--- src/rtl/branch_lut_pkg.sv ---
// branch_lut_pkg: FSM states and entry-mode encodings for the branch-target table.
package branch_lut_pkg;
  typedef enum logic {BL_IDLE, BL_FLUSH} bl_state_t;
  localparam logic BL_ABS = 1'b0;
  localparam logic BL_REL = 1'b1;
endpackage

--- src/rtl/branch_lut.sv ---
// branch_lut: writable branch-target table with registered lookup and sequential flush.
import branch_lut_pkg::*;

module branch_lut #(
  parameter int D = 12,
  parameter int N = 8,
  localparam int AW = $clog2(N)
) (
  input  logic          Clk,
  input  logic          Reset_n,
  input  logic          wr_en,
  input  logic [AW-1:0] wr_addr,
  input  logic [D-1:0]  wr_data,
  input  logic          wr_rel,
  input  logic          flush,
  input  logic          rd_en,
  input  logic [AW-1:0] rd_addr,
  input  logic [D-1:0]  pc,
  output logic [D-1:0]  target,
  output logic          target_vld,
  output logic          miss,
  output logic          busy
);
  bl_state_t r_state, w_state_nxt;
  logic [AW-1:0] r_idx;
  logic [D-1:0] r_value [N];
  logic [N-1:0] r_rel, r_vld;
  logic [D-1:0] r_target;
  logic r_target_vld, r_miss;
  logic w_idle, w_wr, w_rd, w_byp, w_vld, w_rel, w_last;
  logic [D-1:0] w_val, w_sum, w_tgt;
  assign w_idle = r_state == BL_IDLE;
  assign w_last = r_idx == AW'(N - 1);
  // flush beats a concurrent write; a concurrent read still sees pre-flush state
  assign w_wr = w_idle & wr_en & ~flush;
  assign w_rd = w_idle & rd_en;
  assign w_byp = w_wr & (wr_addr == rd_addr);
  assign w_val = w_byp ? wr_data : r_value[rd_addr];
  assign w_rel = w_byp ? wr_rel : r_rel[rd_addr];
  assign w_vld = w_byp | r_vld[rd_addr];
  assign w_sum = pc + w_val;
  assign w_tgt = !w_vld ? '0 : (w_rel == BL_REL ? w_sum : w_val);
  always_comb begin
    w_state_nxt = r_state;
    w_state_nxt = w_idle ? (flush ? BL_FLUSH : BL_IDLE) : (w_last ? BL_IDLE : BL_FLUSH);
  end
  always_ff @(posedge Clk or negedge Reset_n) begin
    if (!Reset_n) begin
      r_state <= BL_IDLE;
      r_idx <= '0;
    end else begin
      r_state <= w_state_nxt;
      r_idx <= w_idle ? '0 : r_idx + 1'b1;
    end
  end
  always_ff @(posedge Clk or negedge Reset_n) begin
    if (!Reset_n) begin
      r_value <= '{default: '0};
      r_rel <= '0;
      r_vld <= '0;
    end else if (!w_idle) begin
      r_vld[r_idx] <= 1'b0;
    end else if (w_wr) begin
      r_value[wr_addr] <= wr_data;
      r_rel[wr_addr] <= wr_rel;
      r_vld[wr_addr] <= 1'b1;
    end
  end
  always_ff @(posedge Clk or negedge Reset_n) begin
    if (!Reset_n) begin
      r_target <= '0;
      r_target_vld <= 1'b0;
      r_miss <= 1'b0;
    end else begin
      r_target <= w_rd ? w_tgt : '0;
      r_target_vld <= w_rd;
      r_miss <= w_rd & ~w_vld;
    end
  end
  assign target = r_target;
  assign target_vld = r_target_vld;
  assign miss = r_miss;
  assign busy = r_state == BL_FLUSH;
endmodule

--- config.mk ---
export PLATFORM = sky130hd
export DESIGN_NAME = branch_lut
export DESIGN_NICKNAME = d
export VERILOG_FILES = /design/src/rtl/branch_lut_pkg.sv /design/src/rtl/branch_lut.sv
export SDC_FILE = /design/constraint.sdc
export NUM_CORES = 1
export LEC_CHECK = 0
export BUFFER_PORTS_ARGS = -buffer_cell sky130_fd_sc_hd__buf_2
export CELL_PAD_IN_SITES_DETAIL_PLACEMENT = 0
export CELL_PAD_IN_SITES_GLOBAL_PLACEMENT = 1
export CORE_ASPECT_RATIO = 0.7
export CORE_MARGIN = 2
export CORE_UTILIZATION = 40
export CTS_CLUSTER_SIZE = 20
export DETAILED_ROUTE_END_ITERATION = 8
export PLACE_DENSITY = 0.79
export SETUP_SLACK_MARGIN = 0.05
export SYNTH_ARGS = -nofsm -noshare
export SYNTH_HDL_FRONTEND = slang
export SYNTH_SLANG_ARGS = --single-unit
--- constraint.sdc ---
create_clock -name Clk -period 4.6 [get_ports Clk]
set_clock_uncertainty 0.2 [all_clocks]
set_input_delay 0.69 -clock Clk [delete_from_list [all_inputs] [get_ports Clk]]
set_output_delay 0.69 -clock Clk [all_outputs]
set_load 0.02 [all_outputs]
# [Word level (Yosys, flattened, before mapping)]
# Index checks and enable logic that the tools add are counted.
[op_classes] n_mux=26 n_eq_ne=2 bitwise_logic=14 n_addsub=2 div=0 reduce_logical=5 n_lt_le_gt_ge=8 mul=0 shift=0
[ops] cell="96-bit bitwise mux" n=1
[ops] cell="12-bit two-way mux" n=7
[ops] cell="12-bit binary-select mux with 3-bit select" n=1
[ops] cell="12-bit demux with 3-bit select" n=1
[ops] cell="8-bit two-way mux" n=2
[ops] cell="12-bit adder" n=1
[ops] cell="3-bit by 4-bit less-than comparator with 1-bit output (second input constant)" n=3
[ops] cell="8-bit AND" n=1
[ops] cell="8-bit bitwise mux" n=1
[ops] cell="4-bit >= comparator (second input constant)" n=2
[ops] cell="1-bit two-way mux" n=8
[ops] cell="3-bit NOT with 4-bit output" n=2
[ops] cell="8-bit NOT" n=1
[ops] cell="8-bit OR" n=1
[ops] cell="1-bit binary-select mux with 3-bit select" n=2
[ops] cell="1-bit demux with 3-bit select" n=2
[ops] cell="3-bit by 1-bit >= comparator with 1-bit output (second input constant)" n=2
[ops] cell="1-bit AND" n=5
[ops] cell="4-bit by 1-bit less-than comparator with 1-bit output (second input constant)" n=1
[ops] cell="3-bit by 1-bit adder with 3-bit output (second input constant)" n=1
[ops] cell="3-bit equality test" n=1
[ops] cell="3-bit equality test (second input constant)" n=1
[ops] cell="1-bit logical AND" n=3
[ops] cell="3-bit two-way mux" n=1
[ops] cell="4 further kinds" n=6
[word_totals] input_bits=36 ram_bits=0 out_inout_bits=15 mem_bits_ro=0 latchBits=0 n_memories=0 ff_bits=130 wordCells=72

# [Logic depth before layout (Yosys ltp)]
# Gate-level depths: netlist (run 1).
[depth] ltp_word=9 mapped_depth=16 mapped_depth_nobuf=13

# [Worst setup path after synthesis (run 1)]
# OpenSTA, ideal clock, no wires.
[synth_path] kind="input -> register" from="input port flush" to="register r_target[10] (netlist: target[10])" setup_time_ns=0.133 required_time_ns=4.267 slack_ns=0.752 cell_stages=14 arrival_time_ns=3.514 path_cell_list="or3b_4 > or4_4 > buf_6 > buf_2 > a21oi_1 > ha_1 > inv_1 > fa_1 > nand2b_1 > a211oi_1 > o31ai_1 > and3_1 > o21ai_1 > a21oi_1"
[synth_between] elab_chain_cells=8 elab_cells_between_ends=10 cone_classes="add/sub: 1; mux: 5; bitwise: 4"
[synth_lines] element="start: declaration" line="branch_lut.sv:15" text="input logic flush,"
[synth_lines] element="1-bit NOT *" line="branch_lut.sv:35" text="assign w_wr = w_idle & wr_en & ~flush;"
[synth_lines] element="1-bit AND *" line="branch_lut.sv:35"
[synth_lines] element="1-bit AND *" line="branch_lut.sv:37" text="assign w_byp = w_wr & (wr_addr == rd_addr);"
[synth_lines] element="12-bit two-way mux" line="branch_lut.sv:38" text="assign w_val = w_byp ? wr_data : r_value[rd_addr];"
[synth_lines] element="12-bit adder" line="branch_lut.sv:41" text="assign w_sum = pc + w_val;"
[synth_lines] element="12-bit two-way mux" line="branch_lut.sv:42" text="assign w_tgt = !w_vld ? '0 : (w_rel == BL_REL ? w_sum : w_val);"
[synth_lines] element="12-bit two-way mux *" line="branch_lut.sv:42"
[synth_lines] element="12-bit two-way mux *" line="branch_lut.sv:75" text="r_target <= w_rd ? w_tgt : '0;"
[synth_lines] element="end signal: assignment" line="branch_lut.sv:75"
[synth_lines] element="end: declaration" line="branch_lut.sv:28" text="logic [D-1:0] r_target;"
# Every way passes the cells marked *; elsewhere a longest branch is shown, timed or not.
# A chain may end at the register's enable or synchronous reset.

# [Worst setup path in the final report (run 1)]
[layout_path] from="register r_state (netlist: busy)" to="register r_target[11] (netlist: target[11])"
[layout_between] elab_chain_cells=9 elab_cells_between_ends=12 cone_classes="add/sub: 1; mux: 5; bitwise: 6"
[layout_lines] element="start: declaration" line="branch_lut.sv:24" text="bl_state_t r_state, w_state_nxt;"
[layout_lines] element="start signal: assignment" line="branch_lut.sv:52" text="r_state <= w_state_nxt;"
[layout_lines] element="1-bit NOT (no line) *"
[layout_lines] element="1-bit AND (2 in a row)" line="branch_lut.sv:35"
[layout_lines] element="1-bit AND" line="branch_lut.sv:37"
[layout_lines] element="12-bit two-way mux" line="branch_lut.sv:38"
[layout_lines] element="12-bit adder" line="branch_lut.sv:41"
[layout_lines] element="12-bit two-way mux (2 in a row)" line="branch_lut.sv:42"
[layout_lines] element="12-bit two-way mux *" line="branch_lut.sv:75"
# Marked as above.

==> results.py, run 1 <==
metrics = {
    "run_status": {
        "outcome": "finished clean",
    },
    "yosys": {
        "postSynthCellCount": 484,
        "syn_area_sq_um": 6410,
        "syn_avg_cell_area_sq_um": 13.3,
        "yosys_warnings": 0,
        "synth_edf_count": 0,
        "synth_top_area_share_pct": 50.7,
        "synth_ff_type": "dfrtp_1",
        "async_reset_ff_share_pct": 100,
        "yosysMostFrequentCell": "dfrtp_1",
        "synth_common_cells": "130 x dfrtp_1, 99 x mux2_2, 28 x mux4_2, 28 x nor2_1, 26 x nand2_1",
        "synth_top_cell_by_area": "dfrtp_1",
        "syn_nets": 534,
        "ys_ff_latch": 130,
        "synth_area_leaders": "dfrtp_1 51%, mux2_2 17%, mux4_2 9.8%, mux2i_1 2.8%, ha_1 2.5%",
        "synth_seq_area_share_pct": 50.7,
        "ys_types": 42,
    },
    "setup_path": {
        "end_kind": "register",
        "r2r_cells": 11,
        "reg2reg_from": "busy",
        "worstPathMaxFanout": 26,
        "cp.required_ps": 4670,
        "worstSetupPathType": "register to register",
        "r2r-end": "target[11]",
        "worstSetupStartpoint": "busy",
        "worstSetupEndpoint": "target[11]",
        "arrival_ps": 4120,
        "reg2reg_slack_ps": 550,
        "start_kind": "register",
    },
    "floorplanning": {
        "num_rows": 38,
        "die_x_um": 155,
        "start_util_pct": 41.1,
        "io_pins": 51,
        "dieArea_sq_um": 17100,
        "die-height_um": 110,
        "coreArea_sq_um": 15600,
    },
    "sta": {
        "setup-violations-final": 0,
        "setup_tns_ps": 0,
        "relSlewSlack_pct": 37.5,
        "hold_viol": 0,
        "fin_crit_ps": 4050,
        "fmax_ghz": 0.247,
        "tightest_slew_ps": 938,
        "fin_crit_sh_pct": 87.9,
        "grt_setup_unrepaired": "false",
        "slew_violations": 0,
    },
    "place": {
        "gp_congestion": 0.804,
        "portBuffers": 50,
        "dp_hpwl_mm": 9.57,
    },
    "grt": {
        "grt_max_degree": 69,
        "grt_pass1_vias": 4264,
        "grt_overflow_total": 0,
        "grt_pass1_wl_mm": 23.3,
        "grt_antenna_before_repair": 1,
        "grt_usage_pct": 18.1,
    },
    "final_layout": {
        "areaGrowthSynthToFinish_pct": 16.5,
        "nets": 582,
        "nFillCells": 1373,
        "antenna_cells": 0,
        "layout-drive-gt1-share_pct": 39.8,
    },
    "route": {
        "drc": 0,
        "post_drt_wl_per_cell_um": 19.4,
        "drtIter0Drc": 323,
        "routed_wl_mm": 14.5,
        "via_per_inst": 5.48,
        "drt_pass1_iterations": 4,
        "postRouteAntennaNets": 0,
        "vias": 4085,
    },
    "cts": {
        "cts_tree": "yes",
        "cts_made_buffers": 17,
        "htree_levels": 4,
        "clkLatencyLatePin_ps": 410,
        "root_buffer": "clkbuf_16",
        "clock_path_buffers": 2,
        "cts_sinks": 130,
        "cts_resized": 0,
        "clk_pin_slew_ps": 60,
        "holdBufCountCts": 0,
        "post_cts_buffers": 0,
    },
    "power_and_ir_drop": {
        "irDropWorstVdd_mv": 0.240,
        "finalPower_mw": 4.30,
        "power_density_nw_per_um2": 576,
        "leakagePower_nw": 3.65,
    },
    "worst_hold_path": {
        "hp-class": "input pin to async pin",
    },
    "job": {
        "maxCapViolCount": 0,
    },
}
worst min path at each step:
stage,end,slack [ps],cells past startpoint
after floorplan,busy,190,0
after global placement,r_rel[4],260,2
after detailed placement,r_rel[5],280,2
after CTS,r_value[14],230,1
after global routing,r_value[14],280,1
final,r_value[38],200,1
registers in the layout, indices dropped and copies added (netlist names):
| register | flops |
|---|---|
| r_idx | 3 |
| busy | 1 |
| r_value | 96 |
| r_rel | 8 |
| target | 12 |
| r_vld | 8 |
| miss | 1 |
| target_vld | 1 |
report_power, final:
| group | internal [mW] | switching (mW) |
|---|---|---|
| logic | 0.628 | 0.534 |
| registers | 1.52 | 0.202 |
| clock network | 0.924 | 0.490 |
critical path, cell delays in order, from the launching register on:
cell and delay, ps:
dfrtp_1 460, or3b_4 440, or4_4 730, o21ai_0 450
inv_1 100, ha_1 320, a211oi_1 350, o211ai_1 230
a211o_1 340, nand4_1 110, xnor2_1 120, nor2_1 50
cell type report:
type / count / area (sq um) / share of cell area [%]
Clock buffer: 24 / 502 / 6.71
Tap cell: 200 / 250 / 3.35
Multi-Input combinational cell: 320 / 3010 / 40.3
Inverter: 8 / 30.0 / 0.402
Timing Repair Buffer: 55 / 303 / 4.05
Sequential cell: 130 / 3250 / 43.5
Clock inverter: 8 / 124 / 1.66
logic make-up (layout without fill, tap and decap cells):
family                     count (synthesis)  count (layout)  share of synthesized area [%]
muxes                                    146             146                           30.4
DFF                                      130             130                           50.7
and+or+nand+nor                           86              86                           6.34
AOI/OAI and AO/OA                         64              64                           6.03
buffers and inverters                     34              95                           2.34
adders and majority gates                 14              14                           2.85
xor gates and xnor gates                  10              10                           1.37
metal layers:
layer | GRT usage [%] | share of wire, %
met1 | 24.4 | 46
met2 | 30.4 | 49
met3 | 4.10 | 4.6
met4 | 3.80 | 0.64
met5 | 0 | 0.083
metrics by stage:
step / setup slack, ps / instances / hold WS (ps) / cell area (sq um) / utilization, %
2_1_floorplan: 752 / 484 / 194 / 6410 / -
5_1_grt: 412 / 745 / 282 / 7470 / 47.9
6_report: 554 / 745 / 197 / 7470 / 47.9
3_5_place_dp: 353 / 713 / 281 / 6850 / 43.9
3_3_place_gp: 447 / 713 / 260 / 6850 / 43.9
4_1_cts: 597 / 745 / 230 / 7470 / 47.9
placed cells by master, fill, tap and decap left out, types with 2 or more instances in the layout:
cell type   Yosys  layout
a211oi_1        5       5
a21o_1          3       3
a21oi_1        21      21
and2_1          3       3
and3_1          4       4
buf_2           6      49
buf_4           0       5
bufinv_16       0       3
clkbuf_1       17       2
clkbuf_16       0      17
clkbuf_8        0       5
clkinv_2        0       2
clkinvlp_4      0       2
dfrtp_1       130     130
ha_1           13      13
inv_1           8       8
mux2_2         99      99
mux2i_1        18      18
mux4_2         28      28
nand2_1        26      26
nand2b_1        8       8
nand3_1         4       4
nand4_1         3       3
nor2_1         28      28
nor2b_1         3       3
nor3_1          2       2
o2111a_1        2       2
o211ai_1        2       2
o21ai_0        20      20
o22ai_1         2       2
o31ai_1         3       3
xnor2_1         4       4
xor2_1          6       6
No activity file was read; power rests on OpenSTA's default activity.
==> run 2, diff against run 1 <==
--- a/config.mk
+++ b/config.mk
@@ -7,3 +7,2 @@
 export LEC_CHECK = 0
-export BUFFER_PORTS_ARGS = -buffer_cell sky130_fd_sc_hd__buf_2
 export CELL_PAD_IN_SITES_DETAIL_PLACEMENT = 0
@@ -15,3 +14,4 @@
 export DETAILED_ROUTE_END_ITERATION = 8
-export PLACE_DENSITY = 0.79
+export DONT_BUFFER_PORTS = 1
+export PLACE_DENSITY = 0.75
 export SETUP_SLACK_MARGIN = 0.05
==> constraint.sdc (replaced) <==
create_clock -name Clk -period 4.6 [get_ports Clk]
set_clock_uncertainty 0.2 [all_clocks]
set_input_delay 0.23 -clock Clk [delete_from_list [all_inputs] [get_ports Clk]]
set_output_delay 0.23 -clock Clk [all_outputs]
set_load 0.02 [all_outputs]
==> run 2 against run 1 <==
- die area unchanged
- critical path type unchanged
- clock-buffer cell count shrank 6
- highest routed layer is now met4
- core utilization is 0.49 points lower
==> results.py, run 2 (same netlist as run 1, synthesis figures left out) <==
metrics = {
    "run_status": {
        "outcome": "finished clean",
    },
    "final_layout": {
        "register_area_sq_um": 3250,
        "nFillCells": 1356,
        "stdcell_count": 711,
        "layout_commonest_cell": "dfrtp_1",
        "final_cell_mix": "130 x dfrtp_1, 99 x mux2_2, 28 x mux4_2, 28 x nor2_1, 26 x nand2_1",
        "areaGrowthSynthToFinish_pct": 15.3,
        "layout-drive-gt1-share_pct": 32.5,
        "multi_input_area_sq_um": 3010,
        "top_register": "r_value",
        "nets": 548,
        "largest_register_ff_count": 96,
        "antenna_cells": 0,
        "stdcell_area_sq_um": 7400,
    },
    "route": {
        "top_layer": "met4",
        "wl_met2_mm": 6.79,
        "vias": 3907,
        "postRouteAntennaNets": 0,
        "drtIter0Drc": 187,
        "met3_length_um": 544,
        "m1WireLength_mm": 6.62,
        "routed_wl_mm": 14.3,
        "post_drt_wl_per_cell_um": 20.1,
        "via_per_inst": 5.50,
        "drc": 0,
        "drt_pass1_iterations": 4,
    },
    "setup_path": {
        "cp.required_ps": 4690,
        "worstPathMaxFanout": 26,
        "worstSetupPathType": "register to register",
        "arrival_ps": 3930,
        "end_kind": "register",
        "start_kind": "register",
        "reg2reg_slack_ps": 770,
    },
    "grt": {
        "grt_max_degree": 131,
        "grt_pass1_vias": 4136,
        "grt_pass1_wl_mm": 22.9,
        "grt_usage_pct": 18.1,
        "grt_antenna_before_repair": 0,
        "grt_overflow_total": 0,
    },
    "sta": {
        "fmax_ghz": 0.261,
        "fin_crit_ps": 3830,
        "slew_violations": 0,
        "fin_crit_sh_pct": 83.4,
        "tightest_slew_ps": 945,
        "grt_setup_unrepaired": "false",
        "final.setup.worst_slack_ps": 765,
        "setup_tns_ps": 0,
        "hold_viol": 0,
        "relSlewSlack_pct": 37.0,
        "setup-violations-final": 0,
    },
    "floorplanning": {
        "dieArea_sq_um": 17100,
        "die_x_um": 155,
        "start_util_pct": 41.1,
        "coreArea_sq_um": 15600,
        "io_pins": 51,
        "die-height_um": 110,
        "num_rows": 38,
    },
    "power_and_ir_drop": {
        "clkPwrFrac_pct": 33.3,
        "internal_power_mw": 3.06,
        "power_density_nw_per_um2": 578,
        "pwr-share-comb_pct": 26.4,
        "power_frac_seq_pct": 40.3,
        "p_switching_mw": 1.21,
        "irDropWorstVdd_mv": 0.233,
        "sw_frac_of_total_pct": 28.3,
        "leakagePower_nw": 3.48,
    },
    "cts": {
        "root_buffer": "clkbuf_16",
        "htree_levels": 4,
        "cts_made_buffers": 17,
        "cts_tree": "yes",
        "cts_sinks": 130,
        "clkLatencyLatePin_ps": 420,
        "clk_pin_slew_ps": 60,
        "post_cts_buffers": 0,
        "clock_path_buffers": 2,
    },
    "job": {
        "maxCapViolCount": 0,
    },
    "place": {
        "portBuffers": 0,
        "placed_area_sq_um": 6550,
        "dp_cells": 659,
        "gp_congestion": 0.766,
        "post-place-ws_ps": 796,
        "dp_hpwl_mm": 8.99,
    },
    "worst_hold_path": {
        "hp-class": "input pin to register",
    },
}
run 2: cell types whose count changed in the layout (fill, tap and decap cells not counted), sizes merged:
cell         change
bufinv           +1
dlygate4sd3     +19
buf             -53
clkinvlp         +5
clkbuf           -6
run 2: what timing repair did:
item | 4_1_cts | 5_1_grt
endpoints found under the hold margin | 247 | 0
hold buffers | 20 | 0
resized for setup | 0 | 0
run 2: worst paths after layout:
kind                       startpoint          end  cells past startpoint
setup / recovery                 busy   target[11]                     11
hold / removal                 pc[11]   target[11]                      4
setup reg to reg                 busy   target[11]                     11
hold reg to reg              r_rel[5]     r_rel[5]                      2
max in group asynchronous     Reset_n  r_value[21]                      2
min in group asynchronous     Reset_n  r_value[26]                      2
run 2: metrics by stage:
stage / hold slack [ps] / util [%] / power (mW)
3_3_place_gp: -262 / 42.0 / 2.75
3_5_place_dp: -262 / 42.0 / 2.82
2_1_floorplan: -266 / - / 2.59
4_1_cts: 21.0 / 47.4 / 4.31
5_1_grt: 54.7 / 47.4 / 4.52
6_report: 37.6 / 47.4 / 4.27
run 2: cell type report:
cell class	count	area share [%]
Clock buffer	18	5.94
Multi-Input combinational cell	320	40.7
Clock inverter	14	2.54
Sequential cell	130	44.0
Timing Repair Buffer	21	3.04
Inverter	8	0.406
Tap cell	200	3.38
run 2: critical path: stages (launching register included):
cell      delay, ps
dfrtp_1         380
or3b_4          410
or4_4           730
o21ai_0         410
inv_1            90
ha_1            300
a211oi_1        320
o211ai_1        230
a211o_1         330
nand4_1         100
xnor2_1         130
nor2_1           60
run 2: power groups by stage:
stage | Combinational, mW | Sequential [mW] | Clock (mW)
2_1_floorplan | 0.910 | 1.68 | 0
6_report | 1.13 | 1.72 | 1.42
3_3_place_gp | 1.05 | 1.71 | 0
4_1_cts | 1.14 | 1.72 | 1.45
3_5_place_dp | 1.08 | 1.74 | 0
5_1_grt | 1.24 | 1.77 | 1.50
run 2: metal layers:
layer  track usage, %  up-vias
li1                 -     1811
met1             23.4     2003
met2             29.0       71
met3             4.97       22
met4             7.73        0
met5                0        -
==> run 3, diff against run 2 <==
- ABC_AREA: not set -> 1
- PLACE_DENSITY: 0.75 -> 0.83
- clock period: 4.6 -> 3.3 ns (I/O delays scaled with it)
==> run 3 against run 2 <==
- the flow now finishes with violations (negative hold slack)
- worst hold slack got worse by 800 ps
- via count up 43%
- sequential share of layout area shrank 1.9 points
- critical endpoint is now target[5]
- register-to-register slack worse by 600 ps
- global-route usage rose by 4.1 points
- clock-buffer cell count unchanged
- first-iteration DRC count increased to 3.0 times the previous value
- sequential power grew 42%
- largest cell class unchanged
- flip-flop and latch count unchanged
- critical path type unchanged
- non-clock buffer count increased by 19
- total power is 37% higher
==> results.py, run 3 <==
metrics = {
    "run_status": {
        "outcome": "finished with violations",
        "violations": "negative hold slack",
    },
    "cts": {
        "cts_sinks": 130,
        "cts_made_buffers": 17,
        "cts_tree": "yes",
        "clock_path_buffers": 2,
        "root_buffer": "clkbuf_16",
        "holdBufCountCts": 31,
        "post_cts_buffers": 0,
        "clkLatencyLatePin_ps": 430,
        "clk_pin_slew_ps": 60,
        "htree_levels": 4,
    },
    "place": {
        "dp_hpwl_mm": 10.9,
        "gp_congestion": 0.825,
        "post-place-ws_ps": 296,
        "dp_cells": 1016,
        "portBuffers": 0,
    },
    "sta": {
        "tightest_slew_ps": 866,
        "grt_setup_unrepaired": "false",
        "hold_viol": 131,
        "fin_hold_ws_ps": -760,
        "fin_crit_sh_pct": 94.9,
        "setup-violations-final": 0,
        "relSlewSlack_pct": 42.1,
        "fin_crit_ps": 3130,
        "final.setup.worst_slack_ps": 169,
        "fmax_ghz": 0.319,
        "slew_violations": 0,
        "setup_tns_ps": 0,
    },
    "floorplanning": {
        "die_x_um": 158,
        "dieArea_sq_um": 17700,
        "io_pins": 51,
        "die-height_um": 112,
        "coreArea_sq_um": 16300,
        "num_rows": 39,
        "start_util_pct": 40.9,
    },
    "final_layout": {
        "final_cell_mix": "273 x nand2_1, 130 x dfrtp_1, 117 x o21ai_0",
        "layout-drive-gt1-share_pct": 9.94,
        "largest_register_ff_count": 96,
        "fin_util_pct": 47.5,
        "top_register": "r_value",
        "areaGrowthSynthToFinish_pct": 16.1,
        "stdcell_count": 1080,
        "nets": 892,
        "antenna_cells": 0,
        "nFillCells": 1653,
        "layout_commonest_cell": "nand2_1",
    },
    "route": {
        "post_drt_wl_per_cell_um": 17.0,
        "postRouteAntennaNets": 0,
        "drtIter0Drc": 561,
        "drc": 0,
        "vias": 5587,
        "via_per_inst": 5.17,
        "drt_pass1_iterations": 5,
        "routed_wl_mm": 18.4,
    },
    "setup_path": {
        "cp.required_ps": 3410,
        "end_kind": "register",
        "worstSetupPathType": "register to register",
        "worst-path-buf-inv": 3,
        "critPathSlowestCell": "dlygate4sd3_1",
        "cp_cell_sequence": "nor2_2 > nand2_2 > nor2_4 > nand2_4 > buf_12 > nand3_1 > nand2_1 > inv_1 > ha_1 > nand3_1 > nand2_2 > a31oi_2 > xor2_1 > a21oi_2 > dlygate4sd3_1",
        "critPathMaxStageDelay_ps": 550,
        "cp_top_family": "simple AND/OR/NAND/NOR gates",
        "arrival_ps": 3240,
        "start_kind": "register",
        "worstPathMaxFanout": 17,
    },
    "yosys": {
        "synth_area_leaders": "dfrtp_1 49%, nand2_1 15%, o21ai_0 8.9%, nand3_1 7.5%, inv_1 2.6%",
        "synth_top_cell_by_area": "dfrtp_1",
        "yosys_warnings": 0,
        "syn_avg_cell_area_sq_um": 8.07,
        "synth_common_cells": "275 x nand2_1, 130 x dfrtp_1, 118 x o21ai_0",
        "syn_nets": 876,
        "ys_types": 38,
        "yosysMostFrequentCell": "nand2_1",
        "syn_area_sq_um": 6670,
        "ys_ff_latch": 130,
        "synth_top_area_share_pct": 48.8,
        "synth_edf_count": 0,
        "synth_ff_type": "dfrtp_1",
        "synth_seq_area_share_pct": 48.8,
        "async_reset_ff_share_pct": 100,
        "postSynthCellCount": 826,
    },
    "grt": {
        "grt_overflow_total": 0,
        "grt_max_degree": 131,
        "grt_pass1_vias": 5465,
        "grt_usage_pct": 22.2,
        "grt_antenna_before_repair": 0,
        "grt_pass1_wl_mm": 29.9,
    },
    "power_and_ir_drop": {
        "internal_power_mw": 3.99,
        "pwr-share-comb_pct": 23.7,
        "leakagePower_nw": 3.77,
        "sw_frac_of_total_pct": 31.7,
        "clkPwrFrac_pct": 34.5,
        "power_frac_seq_pct": 41.8,
        "irDropWorstVdd_mv": 0.327,
        "p_switching_mw": 1.85,
        "power_density_nw_per_um2": 755,
    },
    "job": {
        "maxCapViolCount": 0,
    },
    "worst_hold_path": {
        "hp-class": "input pin to async pin",
    },
}
## run 3: area by class of cell
class / instances / area (sq um) / share of cell area, %
Clock inverter: 14 / 188 / 2.43
Timing Repair Buffer: 40 / 390 / 5.05
Inverter: 57 / 234 / 3.02
Multi-Input combinational cell: 596 / 2950 / 38.1
Tap cell: 225 / 282 / 3.64
Clock buffer: 18 / 439 / 5.68
Sequential cell: 130 / 3250 / 42.1
## run 3: cell families (layout without fill, tap and decap cells)
| group | after synthesis | count (layout) | share of synthesized area [%] |
|---|---|---|---|
| AO/OA/AOI/OAI | 154 | 154 | 12.2 |
| XOR/XNOR | 6 | 6 | 0.789 |
| adder cells (fa/ha/maj) | 14 | 14 | 2.74 |
| buffers and inverters | 101 | 129 | 7.47 |
| flip-flops | 130 | 130 | 48.8 |
| AND/OR/NAND/NOR | 421 | 422 | 28.0 |
## run 3: what timing repair did
item | CTS | global route
gates resized for setup | 0 | 11
setup endpoints to repair | 0 | 3
endpoints found under the hold margin | 251 | 130
## run 3: power groups by stage
stage | combinational (mW) | sequential, mW | clock [mW]
after global routing | 1.63 | 2.51 | 2.10
after global placement | 1.28 | 2.45 | 0
after floorplan | 1.09 | 2.40 | 0
after CTS | 1.36 | 2.43 | 2.03
after detailed placement | 1.31 | 2.45 | 0
final | 1.38 | 2.44 | 2.01
## run 3: worst paths after layout
kind	startpoint	end	slack, ps	cells past startpoint
max	busy	target[5]	170	15
min	Reset_n	r_value[49]	-760	0
max reg2reg	busy	target[5]	170	15
min reg2reg	r_value[13]	r_value[13]	280	2
max in group asynchronous	Reset_n	r_value[92]	3450	0
min in group Clk	rd_addr[1]	target[2]	-10	5
## run 3: per-stage QoR
stage / total power, mW / area, sq um
2_1_floorplan: 3.50 / 6670
3_3_place_gp: 3.73 / 6750
3_5_place_dp: 3.76 / 6750
4_1_cts: 5.83 / 7690
5_1_grt: 6.25 / 7730
6_report: 5.84 / 7730
## run 3: worst reg2reg max path: cells and delay by family (launching register included)
family / cells / cell delay [ps]
AO/OA/AOI/OAI: 2 / 250
adder cells (fa/ha/maj): 1 / 220
flip-flops: 1 / 380
AND/OR/NAND/NOR: 8 / 950
XOR/XNOR: 1 / 200
buffers and inverters: 3 / 820
## run 3: metal layers
layer	vias up	track usage (%)	share of wire (%)
met5	-	0	0
met4	0	6.73	1.4
met3	26	4.59	5.6
met2	154	33.5	45
met1	2664	32.2	48
li1	2743	-	-
